`config.mk`:
```
export PLATFORM = sky130hd
export DESIGN_NAME = mix_columns_iter
export DESIGN_NICKNAME = d
export VERILOG_FILES = /design/src/rtl/mix_columns_iter.sv
export SDC_FILE = /design/constraint.sdc
export NUM_CORES = 1
export LEC_CHECK = 0
export BUFFER_PORTS_ARGS = -buffer_cell sky130_fd_sc_hd__clkbuf_2
export CAP_MARGIN = 20
export CORE_ASPECT_RATIO = 1.75
export CORE_MARGIN = 1
export CORE_UTILIZATION = 49
export DETAILED_ROUTE_END_ITERATION = 12
export GPL_ROUTABILITY_DRIVEN = 0
export PLACE_DENSITY_LB_ADDON = 0.1
export RECOVER_POWER = 50
export SYNTH_ARGS = -nofsm -noshare
export SYNTH_HDL_FRONTEND = slang
export SYNTH_SLANG_ARGS = --single-unit
```
`constraint.sdc`:
```
create_clock -name clk -period 5.9 [get_ports clk]
set_clock_uncertainty 0.1 [all_clocks]
set_input_delay 1.18 -clock clk [delete_from_list [all_inputs] [get_ports clk]]
set_output_delay 1.18 -clock clk [all_outputs]
set_load 0.01 [all_outputs]
```
`src/rtl/mix_columns_iter.sv`:
```
// Iterative MixColumns / InvMixColumns engine.
// A full NB-column state is loaded over a valid/ready handshake, transformed
// COLS_PER_CYCLE columns per clock in place, then offered on a second
// valid/ready handshake. The transform direction is latched per transaction.
module mix_columns_iter #(
   parameter int NB             = 4,
   parameter int COLS_PER_CYCLE = 1
) (
   input  logic              clk,
   input  logic              rst,
   input  logic [32*NB-1:0]  InData,
   input  logic              Inverse,
   input  logic              InValid,
   output logic              InReady,
   output logic [32*NB-1:0]  OutData,
   output logic              OutValid,
   input  logic              OutReady,
   output logic              Busy
);

   localparam int W  = 32 * NB;
   localparam int CW = $clog2(NB + 1);

   // Reject illegal geometries at elaboration time.
   generate
      if (NB < 4 || NB > 8 || COLS_PER_CYCLE < 1 || (NB % COLS_PER_CYCLE) != 0) begin : g_bad_param
         $error("mix_columns_iter: NB must be 4..8 and COLS_PER_CYCLE must divide NB");
      end
   endgenerate

   typedef enum logic [1:0] {
      S_IDLE = 2'd0,
      S_BUSY = 2'd1,
      S_DONE = 2'd2
   } state_t;

   state_t          state_q, state_d;
   logic [CW-1:0]   cnt_q, cnt_d;
   logic            mode_q, mode_d;
   logic [W-1:0]    data_q, data_d;
   logic            valid_q, valid_d;
   logic            busy_q, busy_d;

   logic [31:0]     col_in  [COLS_PER_CYCLE];
   logic [31:0]     col_out [COLS_PER_CYCLE];

   // GF(2^8) doubling modulo x^8+x^4+x^3+x+1.
   function automatic logic [7:0] xtime(input logic [7:0] b);
      xtime = {b[6:0], 1'b0} ^ (b[7] ? 8'h1B : 8'h00);
   endfunction

   // Multiply by one of the fixed MixColumns coefficients via xtime chains.
   function automatic logic [7:0] gf_mul_const(input logic [7:0] b, input logic [3:0] k);
      logic [7:0] x2, x4, x8;
      x2 = xtime(b);
      x4 = xtime(x2);
      x8 = xtime(x4);
      case (k)
         4'h1:    gf_mul_const = b;
         4'h2:    gf_mul_const = x2;
         4'h3:    gf_mul_const = x2 ^ b;
         4'h9:    gf_mul_const = x8 ^ b;
         4'hB:    gf_mul_const = x8 ^ x2 ^ b;
         4'hD:    gf_mul_const = x8 ^ x4 ^ b;
         4'hE:    gf_mul_const = x8 ^ x4 ^ x2;
         default: gf_mul_const = 8'h00;
      endcase
   endfunction

   // Circulant column transform; byte 0 of the column sits in bits [31:24].
   function automatic logic [31:0] mix_column(input logic [31:0] col, input logic inv);
      logic [7:0]  a [4];
      logic [3:0]  k [4];
      logic [7:0]  b;
      logic [31:0] res;
      for (int i = 0; i < 4; i++) begin
         a[i] = col[31-8*i -: 8];
      end
      if (inv) begin
         k = '{4'hE, 4'hB, 4'hD, 4'h9};
      end else begin
         k = '{4'h2, 4'h3, 4'h1, 4'h1};
      end
      res = 32'h0;
      for (int i = 0; i < 4; i++) begin
         b = 8'h00;
         for (int j = 0; j < 4; j++) begin
            b = b ^ gf_mul_const(a[(i + j) % 4], k[j]);
         end
         res[31-8*i -: 8] = b;
      end
      return res;
   endfunction

   // Gather the current column group out of the row-major state and transform it.
   always_comb begin
      for (int j = 0; j < COLS_PER_CYCLE; j++) begin
         col_in[j]  = 32'h0;
         col_out[j] = 32'h0;
      end
      for (int j = 0; j < COLS_PER_CYCLE; j++) begin
         for (int r = 0; r < 4; r++) begin
            col_in[j][31-8*r -: 8] = data_q[W-1-8*(NB*r + int'(cnt_q) + j) -: 8];
         end
         col_out[j] = mix_column(col_in[j], mode_q);
      end
   end

   // Next-state, datapath update and input-ready decode.
   always_comb begin
      state_d = state_q;
      cnt_d   = cnt_q;
      mode_d  = mode_q;
      data_d  = data_q;
      InReady = 1'b0;
      case (state_q)
         S_IDLE: begin
            InReady = 1'b1;
            if (InValid) begin
               data_d  = InData;
               mode_d  = Inverse;
               cnt_d   = '0;
               state_d = S_BUSY;
            end
         end
         S_BUSY: begin
            for (int j = 0; j < COLS_PER_CYCLE; j++) begin
               for (int r = 0; r < 4; r++) begin
                  data_d[W-1-8*(NB*r + int'(cnt_q) + j) -: 8] = col_out[j][31-8*r -: 8];
               end
            end
            cnt_d = cnt_q + CW'(COLS_PER_CYCLE);
            if (cnt_q == CW'(NB - COLS_PER_CYCLE)) begin
               state_d = S_DONE;
            end
         end
         S_DONE: begin
            if (OutReady) begin
               InReady = 1'b1;
               if (InValid) begin
                  // Result consumed and next state loaded on the same edge.
                  data_d  = InData;
                  mode_d  = Inverse;
                  cnt_d   = '0;
                  state_d = S_BUSY;
               end else begin
                  state_d = S_IDLE;
               end
            end
         end
         default: begin
            state_d = S_IDLE;
         end
      endcase
      valid_d = (state_d == S_DONE);
      busy_d  = (state_d == S_BUSY);
   end

   // State, datapath and registered status flags; reset clears everything.
   always_ff @(posedge clk or posedge rst) begin
      if (rst) begin
         state_q <= S_IDLE;
         cnt_q   <= '0;
         mode_q  <= 1'b0;
         data_q  <= '0;
         valid_q <= 1'b0;
         busy_q  <= 1'b0;
      end else begin
         state_q <= state_d;
         cnt_q   <= cnt_d;
         mode_q  <= mode_d;
         data_q  <= data_d;
         valid_q <= valid_d;
         busy_q  <= busy_d;
      end
   end

   assign OutData  = data_q;
   assign OutValid = valid_q;
   assign Busy     = busy_q;

endmodule
```
# ---- Word level (Yosys, flattened, before mapping)
# Cells that the tools add are included.
dict set report totals {
  register_bits 136
  latchBits 0
  ramBits 0
  rom_bits 0
  wordCells 170
  mem_count 0
}
dict set report op_classes {
  add_sub_neg 12
  multipliers 0
  div_mod_pow 0
  n_lt_le_gt_ge 0
  n_eq_ne 34
  n_shift 12
  mux 49
  bitwise_logic 52
  reduce_logical 5
}
# operator n
set op_table {}
lappend op_table {{one-hot mux 8 bit (7 select lines)} 16}
lappend op_table {{variable shift 8 x 33 -> 135 bit (first input constant)} 4}
lappend op_table {{variable part select 8 x 33 -> 135 bit} 4}
lappend op_table {{bitwise mux 128 bit} 4}
lappend op_table {{one-hot mux 128 bit (3 select lines)} 1}
lappend op_table {{XOR 8 bit} 40}
lappend op_table {{variable part select 135 x 8 -> 8 bit} 2}
lappend op_table {{variable part select 135 x 9 -> 8 bit} 2}
lappend op_table {{2-to-1 mux 128 bit} 2}
lappend op_table {{XOR 8 x 5 -> 8 bit} 12}
lappend op_table {{negation 8 -> 33 bit} 2}
lappend op_table {{negation 9 -> 33 bit} 2}
lappend op_table {{equality test 4 bit (second input constant)} 16}
lappend op_table {{2-to-1 mux 5 bit} 12}
lappend op_table {{equality test 4 x 2 -> 1 bit (second input constant)} 8}
lappend op_table {{subtractor 7 x 8 -> 9 bit (first input constant)} 2}
lappend op_table {{equality test 4 x 1 -> 1 bit (second input constant)} 4}
lappend op_table {{2-to-1 mux 16 bit} 1}
lappend op_table {{adder 4 x 3 -> 5 bit (first input constant)} 2}
lappend op_table {{one-hot mux 3 bit (3 select lines)} 1}
lappend op_table {{subtractor 7 x 6 -> 8 bit (first input constant)} 1}
lappend op_table {{subtractor 7 x 7 -> 8 bit (first input constant)} 1}
lappend op_table {{2-to-1 mux 2 bit} 3}
lappend op_table {{2-to-1 mux 3 bit} 2}
lappend op_table {{13 further kinds} 20}

# ---- Depth between registers and ports, before layout
dict set report logic_depth {
  word_depth 21
  ltp_mapped 14
}

# ---- Worst setup path before layout
# OpenSTA, ideal clock, no wires.
dict set report synth_timing {
  path_kind {reg-to-reg}
  start {reg cnt_q[0]}
  end {reg data_q[39], in the netlist OutData[39]}
  setup_time_ns 0.131
  arrival_time_ns 3.170
  required_time_ns 5.669
  path_slack_ns 2.499
  path_stages_with_launch 14
  n_path_buf 3
  synth_period_minus_slack_ns 3.401
  cell_sequence {dfrtp_1 -> buf_6 -> buf_12 -> buf_12 -> mux4_2 -> xor2_1 -> mux2i_2 -> xor2_1 -> xnor2_1 -> nand2_1 -> xnor2_1 -> xnor2_4 -> a221oi_1 -> nor3_1}
}
dict set report synth_via {
  elab_chain_len 19
}
# item line
set synth_lines {}
lappend synth_lines {{start: declaration} 38} ;# logic [CW-1:0] cnt_q, cnt_d;
lappend synth_lines {{start signal: assignment} 170} ;# cnt_q <= cnt_d;
lappend synth_lines {{adder 3 x 3 -> 4 bit} {103, 129}}
lappend synth_lines {{subtractor 7 x 7 -> 8 bit} {103, 129}}
lappend synth_lines {{variable part select 135 x 8 -> 8 bit} 103} ;# col_in[j][31-8*r -: 8] = data_q[W-1-8*(NB*r + int'(cnt_q) + j) -: 8];
lappend synth_lines {{XOR 8 x 5 -> 8 bit / 2-to-1 mux 5 bit (equally long branches) (2 in a row)} 49} ;# xtime = {b[6:0], 1'b0} ^ (b[7] ? 8'h1B : 8'h00);
lappend synth_lines {{2-to-1 mux 5 bit / XOR 8 x 5 -> 8 bit (equally long branches)} 49}
lappend synth_lines {{XOR 8 x 5 -> 8 bit} 49}
lappend synth_lines {{XOR 8 bit, on equally long branches} {64, 65, 63}}
lappend synth_lines {{XOR 8 bit, on equally long branches} {65, 63, 64}}
lappend synth_lines {{one-hot mux 8 bit (7 select lines)} 58} ;# case (k)
lappend synth_lines {{XOR 8 bit (3 in a row)} 88} ;# b = b ^ gf_mul_const(a[(i + j) % 4], k[j]);
lappend synth_lines {{variable part select 8 x 33 -> 135 bit} 129} ;# data_d[W-1-8*(NB*r + int'(cnt_q) + j) -: 8] = col_out[j][31-8*r -: 8];
lappend synth_lines {{bitwise mux 128 bit (3 in a row)} 129}
lappend synth_lines {{bitwise mux 128 bit (*)} 129}
lappend synth_lines {{one-hot mux 128 bit (3 select lines) (*)} 116} ;# case (state_q)
lappend synth_lines {{end signal: assignment} 172} ;# data_q <= data_d;
lappend synth_lines {{end: declaration} 40} ;# logic [W-1:0] data_q, data_d;
# Every way passes the cells marked *; elsewhere a longest branch is shown, timed or not.
# A chain may end at the register's enable or synchronous reset.

# ---- Worst setup path after layout
dict set report layout_timing {
  start {reg cnt_q[1]}
  end {reg data_q[64], in the netlist OutData[64]}
}
# Same word-level chain as after synthesis.

==> impl_metrics.ini <==
[grt]
gr-usage-all-layers_pct = 41.1
first_global_vias = 12318
gr-total-overflow = 0
wire_length_of_the_first_global_routing_pass_mm = 76.9
grt_start_max_net_pins = 102
initial_antenna_violation_count = 0

[sta]
hold_slack_ps = 419
worst-slew-pin-transition_ps = 2130
timing.final.crit_period_ps = 5180
timing.setup.tns_ps = 0
period_share_pct = 87.8
finalSetupViolCount = 0
final-max-slew-violation-count = 37
grt_setup_unrepaired = no
finalHoldViolCount = 0
timing.slew.headroom_pct = -42.2
max_freq_ghz = 0.193

[floorplanning]
initial_utilization_pct = 50.3
die_w_microns = 122
floorplan.core_area_sq_um = 24700
io_pins = 264
die_area_sq_um = 26000
die_h_microns = 213
placementRows = 76

[clock_tree]
cts_resized = 0
numCtsBuffers = 17
htree_levels = 4
tritoncts = yes
clock-root-buffer = sky130_fd_sc_hd__clkbuf_16
clock_path_buffers = 2
clkSlewWorstSetupHoldPaths_ps = 70
cts_num_sinks = 136
worst_skew_pair.late_latency_ps = 460
cts.hold.buffers_added = 0
post_cts_buffers = 0

[placed_design]
dp_hpwl_mm = 38.9
io_buffer_count = 263

[logic_synthesis]
syn_nets = 1542
synth_adder_area_share_pct = 0.705
postSynthAreaPerCell_sq_um = 8.86
yosys_register_bits = 136
compound_gate_fraction_of_synth_area_pct = 15.8
ys_seq_area_share_pct = 27.4
fraction_of_synthesized_cell_area_in_xor_and_xnor_cells_pct = 23.1
synthMuxAreaShare_pct = 12.0
synth-edff-count = 0
count_of_unique_library_cells_instantiated_by_yosys = 66
synthArstFlopShare_pct = 100
synthCells = 1402
post_synth_and_or_nand_nor_area_fraction_pct = 16.1
mappedNetlistArea_sq_um = 12400
postSynth.topFlopCell = sky130_fd_sc_hd__dfrtp_1
ys.warnings.count = 0
synth_top_family_by_area = XOR/XNOR gates

[setup_path]
timing.reg2reg.worst_path_depth = 12
timing_worst_setup_path_type = reg -> reg
crit_path_start_kind = flop
critPathRequiredTime_ps = 6160
arrival_ps = 5440
timing.critical_path.fanout_max = 24
worstSetupEndpointType = flop

[final_layout]
insertedDiodeCount = 0
final_layout_size_suffix_gt1_share_pct = 22.4
layout.cells.most_common_list = 201 x sky130_fd_sc_hd__clkbuf_2, 182 x sky130_fd_sc_hd__nor2_1, 179 x sky130_fd_sc_hd__xnor2_1, 134 x sky130_fd_sc_hd__dfrtp_1, 134 x sky130_fd_sc_hd__nand2_1
seqCellArea_sq_um = 3410
most_frequent_standard_cell_in_the_layout_excluding_fill_and_tap_cells = sky130_fd_sc_hd__clkbuf_2
postLayoutCoreUtil_pct = 58.5
fin_nets = 1743
fillCellCount = 2298
multi_input_comb_area_sq_um = 8460
area_growth_pct = 16.4

[status]
violations = capacitance limit, slew limit
run_status = complete, but fails checks

[detailed_routing]
post_dr_wirelength_cell_microns = 26.9
detailedRoute.firstIterationViolations = 1421
vias = 12451
remaining_design_rule_violation_count = 0
detail_route.first_pass.iterations = 7
totalWireLength_mm = 51.9
detail_route.vias_per_cell = 6.46
route.antenna.remaining_nets = 0

[hold_path]
hold_depth = 2
hold_class = reg -> reg

[run]
drv.max_cap_violation_count = 1
[worst paths after layout]
kind / to / slack (ps) / from
max: OutData[64] / 720 / cnt_q[1]
min: OutData[107] / 420 / OutData[107]
max reg2reg: OutData[64] / 720 / cnt_q[1]
min reg2reg: OutData[107] / 420 / OutData[107]
max in group asynchronous: OutData[27] / 2370 / rst
min in group asynchronous: OutData[108] / 810 / rst
[final cells by class]
class                      count  share of cell area, %
clock inverter                11                   1.17
sequential                   136                   23.6
tap                          312                   2.70
clock buffer                  21                   3.25
timing repair buffer         299                   10.5
multi-input combinational   1138                   58.5
inverter                      11                  0.338
[routing by layer]
| layer | GRT usage (%) | part of all wire (%) | vias up |
|---|---|---|---|
| met5 | 0 | 0 | - |
| met4 | 31.4 | 8.1 | 0 |
| met3 | 7.91 | 8.8 | 223 |
| met2 | 66.7 | 49 | 864 |
| met1 | 47.3 | 34 | 5971 |
| li1 | - | - | 5393 |
[logic make-up after synthesis]
| logic type | after synthesis |
|---|---|
| AO/OA/AOI/OAI | 295 |
| buffers and inverters | 128 |
| XOR/XNOR | 285 |
| flip-flops | 136 |
| multiplexers | 83 |
| adder cells (fa/ha/maj) | 7 |
| AND/OR/NAND/NOR | 468 |
[state kept, by name, indices dropped and copies added, names as in the netlist]
signal	cells
cnt_q	3
OutData	128
Busy	1
state_q	2
mode_q	1
OutValid	1
[metrics by stage]
stage | setup WS, ps | instances | area, sq um
final | 717 | 1928 | 14500
after global routing | 561 | 1928 | 14500
after CTS | 1160 | 1927 | 14500
after detailed placement | 1230 | 1895 | 13900
after global placement | 1240 | 1894 | 13900
after floorplan | 981 | 1402 | 12400
[worst max-delay path: stages (launching register included)]
cell	delay, ps
sky130_fd_sc_hd__dfrtp_1	1020
sky130_fd_sc_hd__buf_4	440
sky130_fd_sc_hd__buf_4	310
sky130_fd_sc_hd__mux4_1	530
sky130_fd_sc_hd__nand2_1	140
sky130_fd_sc_hd__o21a_1	290
sky130_fd_sc_hd__xnor2_1	260
sky130_fd_sc_hd__xor2_1	230
sky130_fd_sc_hd__xnor2_1	150
sky130_fd_sc_hd__nand2_1	140
sky130_fd_sc_hd__xnor2_1	900
sky130_fd_sc_hd__a221oi_1	230
sky130_fd_sc_hd__o31ai_1	310
[cell usage after synthesis, types with 8 or more instances]
library cell | n | area (sq um)
sky130_fd_sc_hd__o21ai_0 | 49 | 245
sky130_fd_sc_hd__nand2_1 | 134 | 503
sky130_fd_sc_hd__nand3_1 | 12 | 60.1
sky130_fd_sc_hd__a31oi_1 | 21 | 131
sky130_fd_sc_hd__nor2_1 | 182 | 683
sky130_fd_sc_hd__a21oi_1 | 81 | 405
sky130_fd_sc_hd__nor3_1 | 106 | 531
sky130_fd_sc_hd__xnor2_1 | 179 | 1570
sky130_fd_sc_hd__xor2_1 | 73 | 639
sky130_fd_sc_hd__clkbuf_1 | 70 | 263
sky130_fd_sc_hd__buf_1 | 10 | 37.5
sky130_fd_sc_hd__buf_4 | 8 | 60.1
sky130_fd_sc_hd__o31ai_1 | 12 | 90.1
sky130_fd_sc_hd__buf_2 | 19 | 95.1
sky130_fd_sc_hd__and2_1 | 9 | 56.3
sky130_fd_sc_hd__mux4_1 | 12 | 315
sky130_fd_sc_hd__a22oi_1 | 35 | 263
sky130_fd_sc_hd__inv_1 | 8 | 30.0
sky130_fd_sc_hd__dfrtp_1 | 136 | 3400
sky130_fd_sc_hd__xnor2_2 | 16 | 260
sky130_fd_sc_hd__a221oi_1 | 62 | 543
sky130_fd_sc_hd__mux2i_1 | 27 | 270
sky130_fd_sc_hd__mux4_2 | 33 | 743
Power is not shown: default switching activity piles up to over one toggle a cycle in this logic, so the estimate is an artifact.
